File: src/rtl/sysid_info_regs_pkg.sv
// Shared constants for the sysid_info_regs block: register map, CTRL/STATUS
// bit positions, CAPS field layout, and small helpers for CAPS packing and
// byte-masked writes.
package sysid_pkg;

  // Word addresses
  localparam logic [3:0] ADDR_ID        = 4'd0;
  localparam logic [3:0] ADDR_TS        = 4'd1;
  localparam logic [3:0] ADDR_CAPS      = 4'd2;
  localparam logic [3:0] ADDR_CTRL      = 4'd3;
  localparam logic [3:0] ADDR_UPTIME_LO = 4'd4;
  localparam logic [3:0] ADDR_UPTIME_HI = 4'd5;
  localparam logic [3:0] ADDR_ALARM_CMP = 4'd6;
  localparam logic [3:0] ADDR_STATUS    = 4'd7;
  localparam logic [3:0] ADDR_SCRATCH0  = 4'd8;

  // CTRL bits
  localparam int CTRL_CNT_EN = 0;
  localparam int CTRL_CLR    = 1;

  // STATUS bits
  localparam int STATUS_ALARM  = 0;
  localparam int STATUS_IRQ_EN = 1;

  // CAPS fields
  localparam int CAPS_NSCR_LSB  = 0;
  localparam int CAPS_NSCR_W    = 4;
  localparam int CAPS_CNTW_LSB  = 8;
  localparam int CAPS_CNTW_W    = 7;
  localparam int CAPS_ALARM_BIT = 16;

  // Build the read-only capability word from the elaboration parameters.
  function automatic logic [31:0] pack_caps(input int num_scratch,
                                            input int cnt_w,
                                            input bit alarm_present);
    logic [31:0] caps;
    logic [31:0] nscr;
    logic [31:0] cntw;
    caps = '0;
    nscr = num_scratch;
    cntw = cnt_w;
    caps[CAPS_NSCR_LSB +: CAPS_NSCR_W] = nscr[CAPS_NSCR_W-1:0];
    caps[CAPS_CNTW_LSB +: CAPS_CNTW_W] = cntw[CAPS_CNTW_W-1:0];
    caps[CAPS_ALARM_BIT]               = alarm_present;
    return caps;
  endfunction

  // Replace only the byte lanes enabled in be.
  function automatic logic [31:0] be_merge(input logic [31:0] old_val,
                                           input logic [31:0] new_val,
                                           input logic [3:0]  be);
    logic [31:0] res;
    res = old_val;
    for (int b = 0; b < 4; b++) begin
      if (be[b]) res[8*b +: 8] = new_val[8*b +: 8];
    end
    return res;
  endfunction

endpackage

File: src/rtl/sysid_info_regs_if.sv
// Avalon-MM slave bus bundle for sysid_info_regs (fixed latency 1, no
// waitrequest). clock/reset and irq are carried as plain ports.
interface sysid_info_regs_if #(
  parameter int ADDR_W = 4
);
  logic [ADDR_W-1:0] address;
  logic              read;
  logic              write;
  logic [31:0]       writedata;
  logic [3:0]        byteenable;
  logic [31:0]       readdata;
  logic              readdatavalid;

  modport master (
    output address, read, write, writedata, byteenable,
    input  readdata, readdatavalid
  );

  modport slave (
    input  address, read, write, writedata, byteenable,
    output readdata, readdatavalid
  );
endinterface

File: src/rtl/sysid_uptime_ctr.sv
// Free-running uptime counter with enable, synchronous clear and a HI-word
// shadow captured on every UPTIME_LO read so a LO-then-HI read pair is atomic.
module sysid_uptime_ctr #(
  parameter int CNT_W = 64
) (
  input  logic        clock,
  input  logic        reset,
  input  logic        ctrl_we,   // CTRL register write accepted this cycle
  input  logic        wr_en,     // CNT_EN value being written
  input  logic        wr_clr,    // CLR bit being written
  input  logic        lo_rd,     // UPTIME_LO read accepted this cycle
  output logic        cnt_en,
  output logic [31:0] cnt_lo,
  output logic [31:0] hi_shadow
);

  localparam int HI_W = CNT_W - 32;

  logic [CNT_W-1:0] cnt_q;
  logic [HI_W-1:0]  shadow_q;
  logic             en_q;
  logic             clr;

  assign clr = ctrl_we && wr_clr;

  // Counter: clear beats increment; wraps silently at 2^CNT_W-1.
  // NOTE: state is updated with non-blocking assignments so every flop
  // samples the pre-edge values, independent of statement order.
  always_ff @(posedge clock or posedge reset) begin
    if (reset)       cnt_q <= '0;
    else if (clr)    cnt_q <= '0;
    else if (en_q)   cnt_q <= cnt_q + 1'b1;
  end

  // Enable bit of CTRL; comes out of reset counting.
  always_ff @(posedge clock or posedge reset) begin
    if (reset)        en_q <= 1'b1;
    else if (ctrl_we) en_q <= wr_en;
  end

  // HI shadow latches the upper word on the same edge that returns LO.
  always_ff @(posedge clock or posedge reset) begin
    if (reset)      shadow_q <= '0;
    else if (lo_rd) shadow_q <= cnt_q[CNT_W-1:32];
  end

  assign cnt_en    = en_q;
  assign cnt_lo    = cnt_q[31:0];
  assign hi_shadow = 32'(shadow_q);

endmodule

File: src/rtl/sysid_info_regs.sv
// System-ID / build-info register block on an Avalon-MM slave.
// Optional alarm comparator and interrupt enabled by defining SYSID_ALARM_EN.
module sysid_info_regs
  import sysid_pkg::*;
#(
  parameter logic [31:0] SYS_ID      = 32'h606A_0000,
  parameter logic [31:0] BUILD_TS    = 32'h0000_0000,
  parameter int          NUM_SCRATCH = 2,
  parameter int          CNT_W       = 64,
  parameter int          ADDR_W      = 4
) (
  input  logic               clock,
  input  logic               reset,
  sysid_info_regs_if.slave   bus,
  output logic               irq
);

`ifdef SYSID_ALARM_EN
  localparam bit ALARM_PRESENT = 1'b1;
`else
  localparam bit ALARM_PRESENT = 1'b0;
`endif

  localparam logic [31:0] CAPS  = pack_caps(NUM_SCRATCH, CNT_W, ALARM_PRESENT);
  localparam int          SCR_N = (NUM_SCRATCH > 0) ? NUM_SCRATCH : 1;

  logic [ADDR_W-1:0] addr;
  logic              ctrl_we;
  logic              lo_rd;
  logic              cnt_en;
  logic [31:0]       cnt_lo;
  logic [31:0]       hi_shadow;
  logic [31:0]       scratch_q [SCR_N];
  logic [31:0]       scratch_rd;
  logic [31:0]       alarm_cmp_rd;
  logic [31:0]       status_rd;
  logic [31:0]       rd_mux;
  logic [31:0]       readdata_q;
  logic              rdv_q;

  assign addr    = bus.address;
  assign ctrl_we = bus.write && (addr == ADDR_CTRL);
  assign lo_rd   = bus.read  && (addr == ADDR_UPTIME_LO);

  sysid_uptime_ctr #(
    .CNT_W (CNT_W)
  ) u_ctr (
    .clock     (clock),
    .reset     (reset),
    .ctrl_we   (ctrl_we),
    .wr_en     (bus.writedata[CTRL_CNT_EN]),
    .wr_clr    (bus.writedata[CTRL_CLR]),
    .lo_rd     (lo_rd),
    .cnt_en    (cnt_en),
    .cnt_lo    (cnt_lo),
    .hi_shadow (hi_shadow)
  );

  // Scratch registers: byte-masked writes, cleared on reset.
  // NOTE: these are a few discrete flops rather than a RAM macro, so they
  // take the async reset like any other register.
  always_ff @(posedge clock or posedge reset) begin
    if (reset) begin
      for (int i = 0; i < SCR_N; i++) scratch_q[i] <= '0;
    end else begin
      for (int i = 0; i < NUM_SCRATCH; i++) begin
        if (bus.write && (addr == ADDR_SCRATCH0 + 4'(i)))
          scratch_q[i] <= be_merge(scratch_q[i], bus.writedata, bus.byteenable);
      end
    end
  end

  // Scratch read-back; anything outside the populated window reads 0.
  always_comb begin
    scratch_rd = '0;
    for (int i = 0; i < NUM_SCRATCH; i++) begin
      if (addr == ADDR_SCRATCH0 + 4'(i)) scratch_rd = scratch_q[i];
    end
  end

`ifdef SYSID_ALARM_EN
  logic [31:0] alarm_cmp_q;
  logic        alarm_q;
  logic        irq_en_q;
  logic        irq_q;
  logic        status_we;
  logic        alarm_set;
  logic        alarm_clr;

  assign status_we = bus.write && (addr == ADDR_STATUS) && bus.byteenable[0];
  assign alarm_set = cnt_en && (cnt_lo == alarm_cmp_q);
  assign alarm_clr = status_we && bus.writedata[STATUS_ALARM];

  // Alarm compare, sticky W1C flag (set beats clear) and registered irq.
  always_ff @(posedge clock or posedge reset) begin
    if (reset) begin
      alarm_cmp_q <= '0;
      alarm_q     <= 1'b0;
      irq_en_q    <= 1'b0;
      irq_q       <= 1'b0;
    end else begin
      if (bus.write && (addr == ADDR_ALARM_CMP))
        alarm_cmp_q <= be_merge(alarm_cmp_q, bus.writedata, bus.byteenable);
      if (status_we)
        irq_en_q <= bus.writedata[STATUS_IRQ_EN];
      alarm_q <= alarm_set | (alarm_q & ~alarm_clr);
      irq_q   <= alarm_q & irq_en_q;
    end
  end

  assign alarm_cmp_rd = alarm_cmp_q;
  assign status_rd    = {30'b0, irq_en_q, alarm_q};
  assign irq          = irq_q;
`else
  assign alarm_cmp_rd = '0;
  assign status_rd    = '0;
  assign irq          = 1'b0;
`endif

  // Register read mux.
  // NOTE: rd_mux gets a default before the case so no path leaves it
  // unassigned, which would otherwise infer a latch.
  always_comb begin
    rd_mux = '0;
    case (addr)
      ADDR_ID:        rd_mux = SYS_ID;
      ADDR_TS:        rd_mux = BUILD_TS;
      ADDR_CAPS:      rd_mux = CAPS;
      ADDR_CTRL:      rd_mux = {30'b0, 1'b0, cnt_en};
      ADDR_UPTIME_LO: rd_mux = cnt_lo;
      ADDR_UPTIME_HI: rd_mux = hi_shadow;
      ADDR_ALARM_CMP: rd_mux = alarm_cmp_rd;
      ADDR_STATUS:    rd_mux = status_rd;
      default:        rd_mux = scratch_rd;
    endcase
  end

  // Registered read response; readdata holds between reads, and a read
  // caught by reset never produces a valid.
  always_ff @(posedge clock or posedge reset) begin
    if (reset) begin
      readdata_q <= '0;
      rdv_q      <= 1'b0;
    end else begin
      rdv_q <= bus.read;
      if (bus.read) readdata_q <= rd_mux;
    end
  end

  assign bus.readdata      = readdata_q;
  assign bus.readdatavalid = rdv_q;

endmodule

File: src/flat_wrapper.sv
// flat-port wrapper written by rule: the top's interface ports become plain ports
module sysid_info_regs_flat import sysid_pkg::*;
#(
  parameter logic [31:0] SYS_ID      = 32'h606A_0000,
  parameter logic [31:0] BUILD_TS    = 32'h0000_0000,
  parameter int          NUM_SCRATCH = 2,
  parameter int          CNT_W       = 64,
  parameter int          ADDR_W      = 4
)
  (clock, reset, irq, bus_address, bus_read, bus_write, bus_writedata, bus_byteenable, bus_readdata, bus_readdatavalid);
  sysid_info_regs_if #(.ADDR_W(ADDR_W)) bus_i ();
  input  logic clock;
  input  logic reset;
  output logic irq;
  input wire logic [$bits(bus_i.address)-1:0] bus_address;
  input wire logic [$bits(bus_i.read)-1:0] bus_read;
  input wire logic [$bits(bus_i.write)-1:0] bus_write;
  input wire logic [$bits(bus_i.writedata)-1:0] bus_writedata;
  input wire logic [$bits(bus_i.byteenable)-1:0] bus_byteenable;
  output wire logic [$bits(bus_i.readdata)-1:0] bus_readdata;
  output wire logic [$bits(bus_i.readdatavalid)-1:0] bus_readdatavalid;
  assign bus_i.address = bus_address;
  assign bus_i.read = bus_read;
  assign bus_i.write = bus_write;
  assign bus_i.writedata = bus_writedata;
  assign bus_i.byteenable = bus_byteenable;
  assign bus_readdata = bus_i.readdata;
  assign bus_readdatavalid = bus_i.readdatavalid;
  sysid_info_regs #(.SYS_ID(SYS_ID), .BUILD_TS(BUILD_TS), .NUM_SCRATCH(NUM_SCRATCH), .CNT_W(CNT_W), .ADDR_W(ADDR_W)) u_core (.clock(clock), .reset(reset), .bus(bus_i), .irq(irq));
endmodule
File: config.mk
export PLATFORM = sky130hd
export DESIGN_NAME = sysid_info_regs_flat
export DESIGN_NICKNAME = d
export VERILOG_FILES = /design/src/rtl/sysid_info_regs_pkg.sv /design/src/rtl/sysid_info_regs_if.sv /design/src/rtl/sysid_uptime_ctr.sv /design/src/rtl/sysid_info_regs.sv /design/src/flat_wrapper.sv
export SDC_FILE = /design/constraint.sdc
export NUM_CORES = 1
export LEC_CHECK = 0
export ABC_AREA = 1
export CORE_UTILIZATION = 54
export DETAILED_ROUTE_END_ITERATION = 8
export PLACE_DENSITY = 0.73
export SYNTH_ARGS = -nofsm -noshare
export SYNTH_HDL_FRONTEND = slang
export SYNTH_SLANG_ARGS = --single-unit
File: constraint.sdc
create_clock -name clock -period 13.6 [get_ports clock]
set_input_delay 2.72 -clock clock [delete_from_list [all_inputs] [get_ports clock]]
set_output_delay 2.72 -clock clock [all_outputs]
set_load 0.03 [all_outputs]
### Word level (Yosys, flattened, before mapping)

Index checks and enable logic that the tools add are counted.

* register bits: 194
* input port bits: 44
* word-level logic and storage cells: 44

* $add $sub $neg: 1
* equality and inequality tests: 9
* multiplexer cells: 5
* reduce and logical (&&, ||, !) cells: 16

Operators with widths (count)
* $pmux 32 s6: 1
* $mux 64: 2
* $add 64x1->64 const B: 1
* $mux 32: 2
* $eq 4x3->1 const B: 4
* $reduce_and 2->1: 8
* $eq 4x2->1 const B: 2
* $eq 4x4->1 const B: 2
* $logic_and 1x1->1: 5
* $eq 4x1->1 const B: 1
* $logic_not 4->1: 1
* $reduce_or 3->1: 1
* $reduce_bool 2->1: 1

### Logic depth before layout (Yosys ltp)

Gate-level depths: netlist of the first run.

* depth after elaboration: 4
* depth in mapped cells: 11
* mapped depth without buffers: 11

### By module

From an unflattened synthesis of the first run, not the netlist that was laid out.

* cell total of the unflattened synthesis: 1355
* area total of the unflattened synthesis: 10311.1 µm²

Modules (own cells, without submodules)
* sysid_uptime_ctr: instances 1, cells each 750, area each 5549.1 µm²
* sysid_info_regs: instances 1, cells each 605, area each 4762.1 µm²

### Worst setup path after synthesis of the first run

No wires, ideal clock.

* path type: input -> register
* start: input port bus_address[1]
* end: register u_core.u_ctr.shadow_q[14] (netlist: u_core.u_ctr.hi_shadow[14])
* library setup time: 0.125 ns
* arrival time: 3.816 ns
* required time: 13.475 ns
* setup slack: 9.659 ns
* stages: 8
* buffers on the path: 3
* cells stage by stage: buf_2 > nor2_4 > nand2_4 > clkinv_2 > nand2_2 > buf_6 > buf_6 > mux2_4

* cells in the longest elaborated chain, start to end: 2

RTL lines
* start: declaration: line flat_wrapper.sv:15 `input wire logic [$bits(bus_i.address)-1:0] bus_address;`
* $eq 4x3->1: line sysid_info_regs.sv:43 `assign lo_rd = bus.read && (addr == ADDR_UPTIME_LO);`
* $logic_and 1x1->1: line sysid_info_regs.sv:43
* end signal: assignment: line sysid_uptime_ctr.sv:44 `else if (lo_rd) shadow_q <= cnt_q[CNT_W-1:32];`
* end: declaration: line sysid_uptime_ctr.sv:20 `logic [HI_W-1:0] shadow_q;`

Every way passes these cells.
A chain may end at the register's enable or synchronous reset.

### Worst setup path after layout of the first run

* start: input port bus_address[1]
* end: register u_core.u_ctr.shadow_q[19] (netlist: u_core.u_ctr.hi_shadow[19])

The elaborated chain is that of the path after synthesis.

==> impl_metrics.ini, run 1 <==
[run_status]
status = complete, no violations

[floorplanning]
die_area_sq_um = 18990
dieWidth_um = 137.8
ios = 78
die_y_um = 137.8
start_util_pct = 55.25
core_area_sq_um = 18020
rows = 49

[worst_setup_path]
start_kind = input pin
cpPeakStageDelay_ns = 0.65
crit_type = input pin to flip-flop
required_ns = 13.92
path_cells = clkdlybuf4s50_1 > nor2_4 > nand2_4 > clkinv_2 > nand2_2 > mux2_2
worstPathArrival_ns = 5.63
endpoint_kind = flip-flop
cp_max_fo = 56
slowest_stage = nor2_4

[route]
dr.pass1.iters = 5
wl_per_cell_um = 17.31
drc_errors = 0
drt_wl_total_um = 28240
avgViaCountPerCell = 5.536
routed-via-count = 9029
postRouteAntennaNets = 0
dr.first_iter.drc_count = 875

[global_routing]
antenna_found_initial = 0
grt_pass1_wl_um = 44690
overflow = 0
grt_pass1_vias = 8302
grt_use_total_pct = 31.81
grt_max_degree = 113

[logic_synthesis]
synthesis.instances = 1339
synth_fa_ha_area_share_pct = 0.1256
synth.mux.area_fraction_pct = 0.9423
synthTopCellsByArea = dfrtp_1, nand2_1, nor2_1, nand3_1, inv_1
synthSimpleGateAreaFrac_pct = 31.88
syn_avg_cell_area_sq_um = 7.437
yosysTopAreaCell = dfrtp_1
synth_cell_types = 39
synth_top_area_share_pct = 48.50
synth_top_family_by_area = simple AND/OR/NAND/NOR gates
yosysSeqAreaShare_pct = 48.76
synth_compound_area_share_pct = 10.10
synthXorXnorAreaFrac_pct = 0.1759
syn_area_sq_um = 9958
yosys_register_bits = 194
ys_warn_count = 0
syn_nets = 1384

[power_and_ir_drop]
p_switching_uw = 404.9
p_total_mw = 1.358
comb_power_share_pct = 12.4
leakagePower_nw = 5.492
power.density_nw_per_um2 = 119.4
p_sw_share_pct = 29.83
power.share.clock_pct = 36.8
vdd_drop_max_mv = 0.1062
intPower_uw = 952.6
sequentialPowerShare_pct = 50.8

[sta]
fin_skew_ns = 0.008878
worstMarginPinSlew_ns = 1.241
fmax_mhz = 188.4
maxSlewViolCount = 0
fin_crit_ns = 5.307
min_period_over_period_pct = 39.03
setup_viol = 0
rsz0062_at_grt = no
slew_headroom_pct = 17.06
hold_viol_final = 0
final.setup.tns_ns = 0
timing.hold.ws_ns = 0.4857

[clock_network]
clock-sinks = 194
cts_root_buffer = clkbuf_16
clockBufferDepth = 2
h-tree-depth = 4
numCtsBuffers = 17
clk_latency_ns = 0.44
postCtsSetupBuffers = 0
path_clk_slew_ns = 0.07
ctsResizeCount = 0
cts_tree = yes
ctsHoldBuffers = 0

[place]
dp_hpwl_um = 20330
dp.cells = 1599
port_buffers = 76
dpl_cell_area_sq_um = 10780
gp_congestion = 0.9507

[final_layout]
fin_area_sq_um = 11370
fin_nets = 1434
post_layout_nonfiller_instances = 1631
n_antenna_cell = 0
drive_gt1_share_pct = 5.991
syn_to_final_growth_pct = 14.15
fillers = 1647
final_common_cell = nand2_1
final_cell_mix = nand2_1, dfrtp_1, nor2_1

[job]
maxCapViolations = 0

[hold_path]
min_path_type = flip-flop to flip-flop
[path summary, 6_finish.rpt]
check / slack [ns] / to / cells after the start / from
min reg2reg: 0.49 / u_core.bus.readdata[3]$_DFFE_PP0P_ / 2 / u_core.bus.readdata[3]$_DFFE_PP0P_
max reg2reg: 10.78 / u_core.u_ctr.cnt_q[57]$_DFFE_PP0P_ / 7 / u_core.u_ctr.cnt_en$_DFFE_PP1N_
max in group asynchronous: 9.22 / u_core.u_ctr.hi_shadow[19]$_DFFE_PP0P_ / 3 / reset
min in group asynchronous: 2.84 / u_core.scratch_q[6]$_DFFE_PP0P_ / 2 / reset
min: 0.49 / u_core.bus.readdata[3]$_DFFE_PP0P_ / 2 / u_core.bus.readdata[3]$_DFFE_PP0P_
max: 8.29 / u_core.u_ctr.hi_shadow[19]$_DFFE_PP0P_ / 6 / bus_address[1]
[state kept, by name, indices dropped and copies added, names as in the netlist]
| register | cells |
|---|---|
| u_core.scratch_q | 64 |
| u_core.bus.readdata | 32 |
| u_core.u_ctr.cnt_en | 1 |
| u_core.u_ctr.hi_shadow | 32 |
| u_core.u_ctr.cnt_q | 64 |
| u_core.bus.readdatavalid | 1 |
[power groups by stage]
stage	Clock [mW]	Sequential, mW	Combinational (mW)
detailed placement	0	0.698	0.169
floorplan	0	0.696	0.106
global placement	0	0.698	0.164
CTS	0.504	0.688	0.170
finish	0.500	0.689	0.169
global route	0.525	0.698	0.190
[metal layers]
metal	track usage (%)	wire (um)	part of all wire [%]	vias up
met1	44.51	12380	44	4276
met5	0	0	0	-
li1	-	-	-	4378
met3	5.372	1769	6.3	60
met2	49.75	13220	47	315
met4	11.53	876	3.1	0
[critical path, delay by kind of cell]
kind                   cells  cell delay [ns]
multiplexers               1             0.53
AND/OR/NAND/NOR            3             1.55
buffers and inverters      2             0.80
[kinds of logic after synthesis]
kind of cell	count (synthesis)
adders and majority gates	1
muxes	8
xor gates and xnor gates	2
and+or+nand+nor	745
DFF	194
AOI/OAI and AO/OA	197
other	1
buffers and inverters	191
[synthesized netlist by cell type]
cell type	number
clkbuf_2	1
buf_4	4
inv_2	4
o21ai_0	79
nand4_1	16
nor2_2	7
nor3_2	2
a21oi_1	52
o21ai_1	54
conb_1	1
o211ai_1	1
mux2_2	7
inv_1	137
buf_1	2
mux2_4	1
nor3_1	20
a31oi_1	1
nand3_1	116
nand2_2	12
clkbuf_1	18
nand3_4	1
xor2_1	1
xnor2_1	1
dfstp_2	1
a211oi_1	1
nor3b_1	1
nor2_1	167
clkinv_2	1
ha_1	1
and2_1	3
clkinv_1	1
buf_2	18
nor2_4	10
a21oi_2	1
buf_6	5
o22ai_1	8
nand2_1	389
nand2_4	1
dfrtp_1	193
[through the flow]
step / worst slack, ns / util (%)
floorplan: 5.598 / -
global placement: 7.992 / 59.80
detailed placement: 7.896 / 59.80
CTS: 8.326 / 63.06
global route: 8.031 / 63.06
finish: 8.293 / 63.06
[area by class of cell]
| cell class | count | area, sq um | area share [%] |
|---|---|---|---|
| sequential | 194 | 4856 | 42.72 |
| multi-input combinational | 954 | 4308 | 37.90 |
| timing repair buffer | 79 | 783.3 | 6.890 |
| inverter | 143 | 545.5 | 4.799 |
| clock buffer | 17 | 425.4 | 3.742 |
| tap | 229 | 286.5 | 2.521 |
| clock inverter | 15 | 162.7 | 1.431 |
(Power assumes the default switching activity.)
==> inputs of run 2 (changes only) <==
- CORE_UTILIZATION: 54 -> 53
- PLACE_DENSITY: 0.73 -> 0.74
- clock period: 13.6 -> 4.44 ns (I/O delays scaled with it)
==> impl_metrics.ini, run 2 (synthesized netlist as in run 1, its figures left out) <==
[run_status]
status = finished with violations
violations = design-rule violations

[final_layout]
final_common_cell = nand2_1
drive_gt1_share_pct = 6.392
n_antenna_cell = 0
fin_nets = 1440
reg_top3 = u_core.scratch_q x64, u_core.u_ctr.cnt_q x64
syn_to_final_growth_pct = 15.05
post_layout_nonfiller_instances = 1637
final_cell_mix = nand2_1, dfrtp_1, nor2_1

[worst_setup_path]
worstPathArrival_ns = 3.42
required_ns = 4.81
crit_type = input pin to flip-flop
endpoint_kind = flip-flop
cp_max_fo = 30
start_kind = input pin

[clock_network]
cts_root_buffer = clkbuf_16
h-tree-depth = 4
clock-sinks = 194
postCtsSetupBuffers = 0
path_clk_slew_ns = 0.07
numCtsBuffers = 17
clockBufferDepth = 2
clk_latency_ns = 0.45
cts_tree = yes
ctsResizeCount = 0
ctsHoldBuffers = 0

[sta]
fin_crit_ns = 3.047
fmax_mhz = 328.2
hold_viol_final = 0
setup_slack_ns = 1.393
setup_viol = 0
fin_skew_ns = 0.01268
worstMarginPinSlew_ns = 1.066
min_period_over_period_pct = 68.62
rsz0062_at_grt = no
final.setup.tns_ns = 0
slew_headroom_pct = 28.83
maxSlewViolCount = 0

[global_routing]
antenna_found_initial = 0
overflow = 0
grt_max_degree = 69
grt_pass1_vias = 8612
grt_pass1_wl_um = 46440
grt_use_total_pct = 31.40

[floorplanning]
start_util_pct = 54.69
core_area_sq_um = 18210
dieWidth_um = 139.1
ios = 78
die_area_sq_um = 19340
rows = 49
die_y_um = 139.1

[place]
dp.cells = 1605
gp_congestion = 0.9858
port_buffers = 76
dp_hpwl_um = 21000
place_ws_ns = 0.9630

[power_and_ir_drop]
leakagePower_nw = 5.538
power.density_nw_per_um2 = 370.5
vdd_drop_max_mv = 0.2430

[route]
postRouteAntennaNets = 0
drt_wl_total_um = 28660
avgViaCountPerCell = 5.518
drc_errors = 4
routed-via-count = 9033
dr.pass1.iters = 9
dr.first_iter.drc_count = 824
wl_per_cell_um = 17.51

[hold_path]
min_path_type = flip-flop to flip-flop

[job]
maxCapViolations = 0
-- run 2: cell count changes in the layout (fill, tap and decap cells not counted), sizes merged --
cell / change
buf: +6
bufinv: +1
clkinv: -1
clkinvlp: +1
inv: -1
-- run 2: final timing paths --
path                                                    start                                      to  slack [ns]  depth (start not counted)
max                                            bus_address[3]  u_core.u_ctr.hi_shadow[11]$_DFFE_PP0P_        1.39                          8
min                        u_core.bus.readdata[2]$_DFFE_PP0P_      u_core.bus.readdata[2]$_DFFE_PP0P_        0.48                          2
max reg2reg                   u_core.u_ctr.cnt_en$_DFFE_PP1N_      u_core.u_ctr.cnt_q[57]$_DFFE_PP0P_        1.63                          7
min reg2reg                u_core.bus.readdata[2]$_DFFE_PP0P_      u_core.bus.readdata[2]$_DFFE_PP0P_        0.48                          2
max in group asynchronous                               reset      u_core.u_ctr.cnt_q[46]$_DFFE_PP0P_        2.69                          3
min in group asynchronous                               reset         u_core.scratch_q[4]$_DFFE_PP0P_        0.82                          2
-- run 2: layer usage --
| layer | GRT usage (%) | up-vias | share of wire (%) |
|---|---|---|---|
| met5 | 0 | - | 0 |
| met4 | 13.27 | 0 | 3.4 |
| met3 | 4.696 | 58 | 6.2 |
| met2 | 48.64 | 330 | 46 |
| met1 | 44.24 | 4256 | 45 |
| li1 | - | 4389 | - |
-- run 2: where the power goes --
part | switching, mW | leakage (nW) | total, mW | internal (mW)
Combinational | 0.327 | 2.67 | 0.533 | 0.205
Clock | 0.788 | 0.301 | 1.60 | 0.814
Sequential | 0.146 | 2.57 | 2.11 | 1.96
-- run 2: worst max-delay path, stage by stage --
cell	delay, ns
clkdlybuf4s50_1	0.82
nor2_4	0.10
nand2_4	0.22
clkinv_2	0.25
nand2_2	0.52
buf_4	0.38
nor2_1	0.08
a21oi_1	0.14
-- run 2: cell type report --
cell class | count | area, sq um
inverters | 143 | 541.8
well taps | 229 | 286.5
repair buffers | 85 | 853.3
multi-input cells | 954 | 4308
fillers | 1656 | 6751
clock inverters | 15 | 186.4
clock buffers | 17 | 425.4
flip-flops and latches | 194 | 4856
-- run 2: metrics by stage --
stage | instance area (sq um) | hold WS (ns) | power (mW) | utilization [%]
3_5_place_dp | 10850 | 0.4647 | 2.670 | 59.56
2_1_floorplan | 9962 | 0.4534 | 2.458 | -
3_3_place_gp | 10850 | 0.4627 | 2.648 | 59.56
6_report | 11460 | 0.4801 | 4.244 | 62.92
4_1_cts | 11460 | 0.4849 | 4.255 | 62.92
5_1_grt | 11460 | 0.5052 | 4.415 | 62.92
==> inputs of run 3 (changes only) <==
- clock period: 4.44 -> 2.65 ns (I/O delays scaled with it)
==> impl_metrics.ini, run 3 (synthesized netlist as in run 1, its figures left out) <==
[clock_network]
postCtsSetupBuffers = 0
h-tree-depth = 4
ctsResizeCount = 0
path_clk_slew_ns = 0.08
cts_root_buffer = clkbuf_16
clock-sinks = 194
cts_tree = yes
numCtsBuffers = 17
clockBufferDepth = 2
clk_latency_ns = 0.44
ctsHoldBuffers = 0

[power_and_ir_drop]
p_sw_share_pct = 29.53
comb_power_share_pct = 13.2
sequentialPowerShare_pct = 49.3
leakagePower_nw = 5.627
vdd_drop_max_mv = 0.4533
power.density_nw_per_um2 = 613.8
p_switching_mw = 2.104
intPower_mw = 5.019
power.share.clock_pct = 37.5

[worst_setup_path]
r2r_end = u_core.u_ctr.cnt_q[36]$_DFFE_PP0P_
r2r_start = u_core.u_ctr.cnt_q[0]$_DFFE_PP0P_
slowest_stage = nor2_1
worstPathArrival_ns = 2.66
cp_max_fo = 7
endpoint_kind = flip-flop
cp_common_cell = nor2_1
r2r_setup_slack_ns = 0.33
start_kind = flip-flop
crit_type = flip-flop to flip-flop
cpPeakStageDelay_ns = 0.46
r2r_cells = 10
path_cells = ha_1 > inv_1 > nor2_1 > nand2_2 > nor2_1 > nand2_1 > nor2_1 > nand3_1 > nand2_1 > nor2_1
required_ns = 2.99

[run_status]
status = finished with violations
violations = design-rule violations

[sta]
rsz0062_at_grt = no
fin_crit_ns = 2.322
maxSlewViolCount = 0
min_period_over_period_pct = 87.62
setup_slack_ns = 0.3280
fin_skew_ns = 0.01414
worstMarginPinSlew_ns = 0.6677
fmax_mhz = 430.7
final.setup.tns_ns = 0
hold_viol_final = 0
setup_viol = 0
slew_headroom_pct = 55.14

[final_layout]
reg_top3 = u_core.scratch_q x64, u_core.u_ctr.cnt_q x64
final_common_cell = nand2_1
fin_area_sq_um = 11600
final-seq-area_sq_um = 4856
fillers = 1633
multi_input_area_sq_um = 4308
drive_gt1_share_pct = 7.509
fin_nets = 1457
syn_to_final_growth_pct = 16.53
n_antenna_cell = 0
final_cell_mix = nand2_1, dfrtp_1, nor2_1

[place]
dpl_cell_area_sq_um = 11000
gp_congestion = 1.000
place_ws_ns = 0.2338
dp_hpwl_um = 21030
port_buffers = 76

[global_routing]
grt-busiest-layer = met2
grt_pass1_vias = 8545
use_met3_pct = 4.765
grt_use_total_pct = 30.49
antenna_found_initial = 0
use_met2_pct = 48.38
grt_pass1_wl_um = 45280
grt_max_degree = 65
overflow = 0
globalRouteMet1Util_pct = 42.03

[floorplanning]
ios = 78
dieWidth_um = 139.1
die_area_sq_um = 19340
start_util_pct = 54.69
rows = 49
core_area_sq_um = 18210
die_y_um = 139.1

[route]
postRouteAntennaNets = 0
dr.first_iter.drc_count = 818
wl_per_cell_um = 17.07
dr.pass1.iters = 7
drt_wl_total_um = 28240
routed-via-count = 9153
drc_errors = 4
avgViaCountPerCell = 5.534

[job]
maxCapViolations = 0

[hold_path]
min_path_type = input pin to async pin
[run 3: cell types whose count changed in the layout (fill, tap and decap cells not counted), sizes merged]
cell	delta
buf	+17
clkinv	-3
clkinvlp	+1
inv	+2
[run 3: per-stage QoR]
stage | utilization, % | std cells | power (mW) | hold slack (ns)
6_report | 63.73 | 1654 | 7.123 | 0.3834
3_5_place_dp | 60.40 | 1622 | 4.494 | 0.4647
5_1_grt | 63.73 | 1654 | 7.414 | 0.3865
4_1_cts | 63.73 | 1654 | 7.145 | 0.3796
2_1_floorplan | - | 1339 | 4.118 | 0.4534
3_3_place_gp | 60.40 | 1622 | 4.459 | 0.4625
[run 3: layer usage]
metal	wire, um	vias to the layer above
li1	-	4423
met1	12330	4295
met2	13100	372
met3	1869	63
met4	936	0
met5	0	-
[run 3: critical path, delay by kind of cell, from the launching register on]
family	cells	cell delay, ns
fa+ha+maj	1	0.20
simple gates	8	1.54
buf+inv	1	0.05
flops	1	0.43
[run 3: worst max-delay path by stage]
stage                     slack, ns                               from                                endpoint
final                          0.33  u_core.u_ctr.cnt_q[0]$_DFFE_PP0P_      u_core.u_ctr.cnt_q[36]$_DFFE_PP0P_
after global routing           0.21  u_core.u_ctr.cnt_q[0]$_DFFE_PP0P_      u_core.u_ctr.cnt_q[36]$_DFFE_PP0P_
after CTS                      0.44  u_core.u_ctr.cnt_q[0]$_DFFE_PP0P_      u_core.u_ctr.cnt_q[36]$_DFFE_PP0P_
after detailed placement       0.23                     bus_address[1]  u_core.u_ctr.hi_shadow[31]$_DFFE_PP0P_
after global placement         0.29                     bus_address[1]  u_core.u_ctr.hi_shadow[31]$_DFFE_PP0P_
after floorplan               -0.38                              reset      u_core.bus.readdata[0]$_DFFE_PP0P_
[run 3: power groups by stage]
stage	clock network [mW]	registers [mW]	logic, mW
6_report	2.67	3.51	0.941
5_1_grt	2.82	3.55	1.05
4_1_cts	2.70	3.50	0.947
3_5_place_dp	0	3.55	0.942
3_3_place_gp	0	3.55	0.909
2_1_floorplan	0	3.57	0.547
[run 3: final cells by class]
class	count	area share (%)
well taps	229	2.469
repair buffers	102	8.668
clock inverters	15	1.563
inverters	143	4.668
clock buffers	17	3.666
flip-flops and latches	194	41.84
multi-input cells	954	37.12
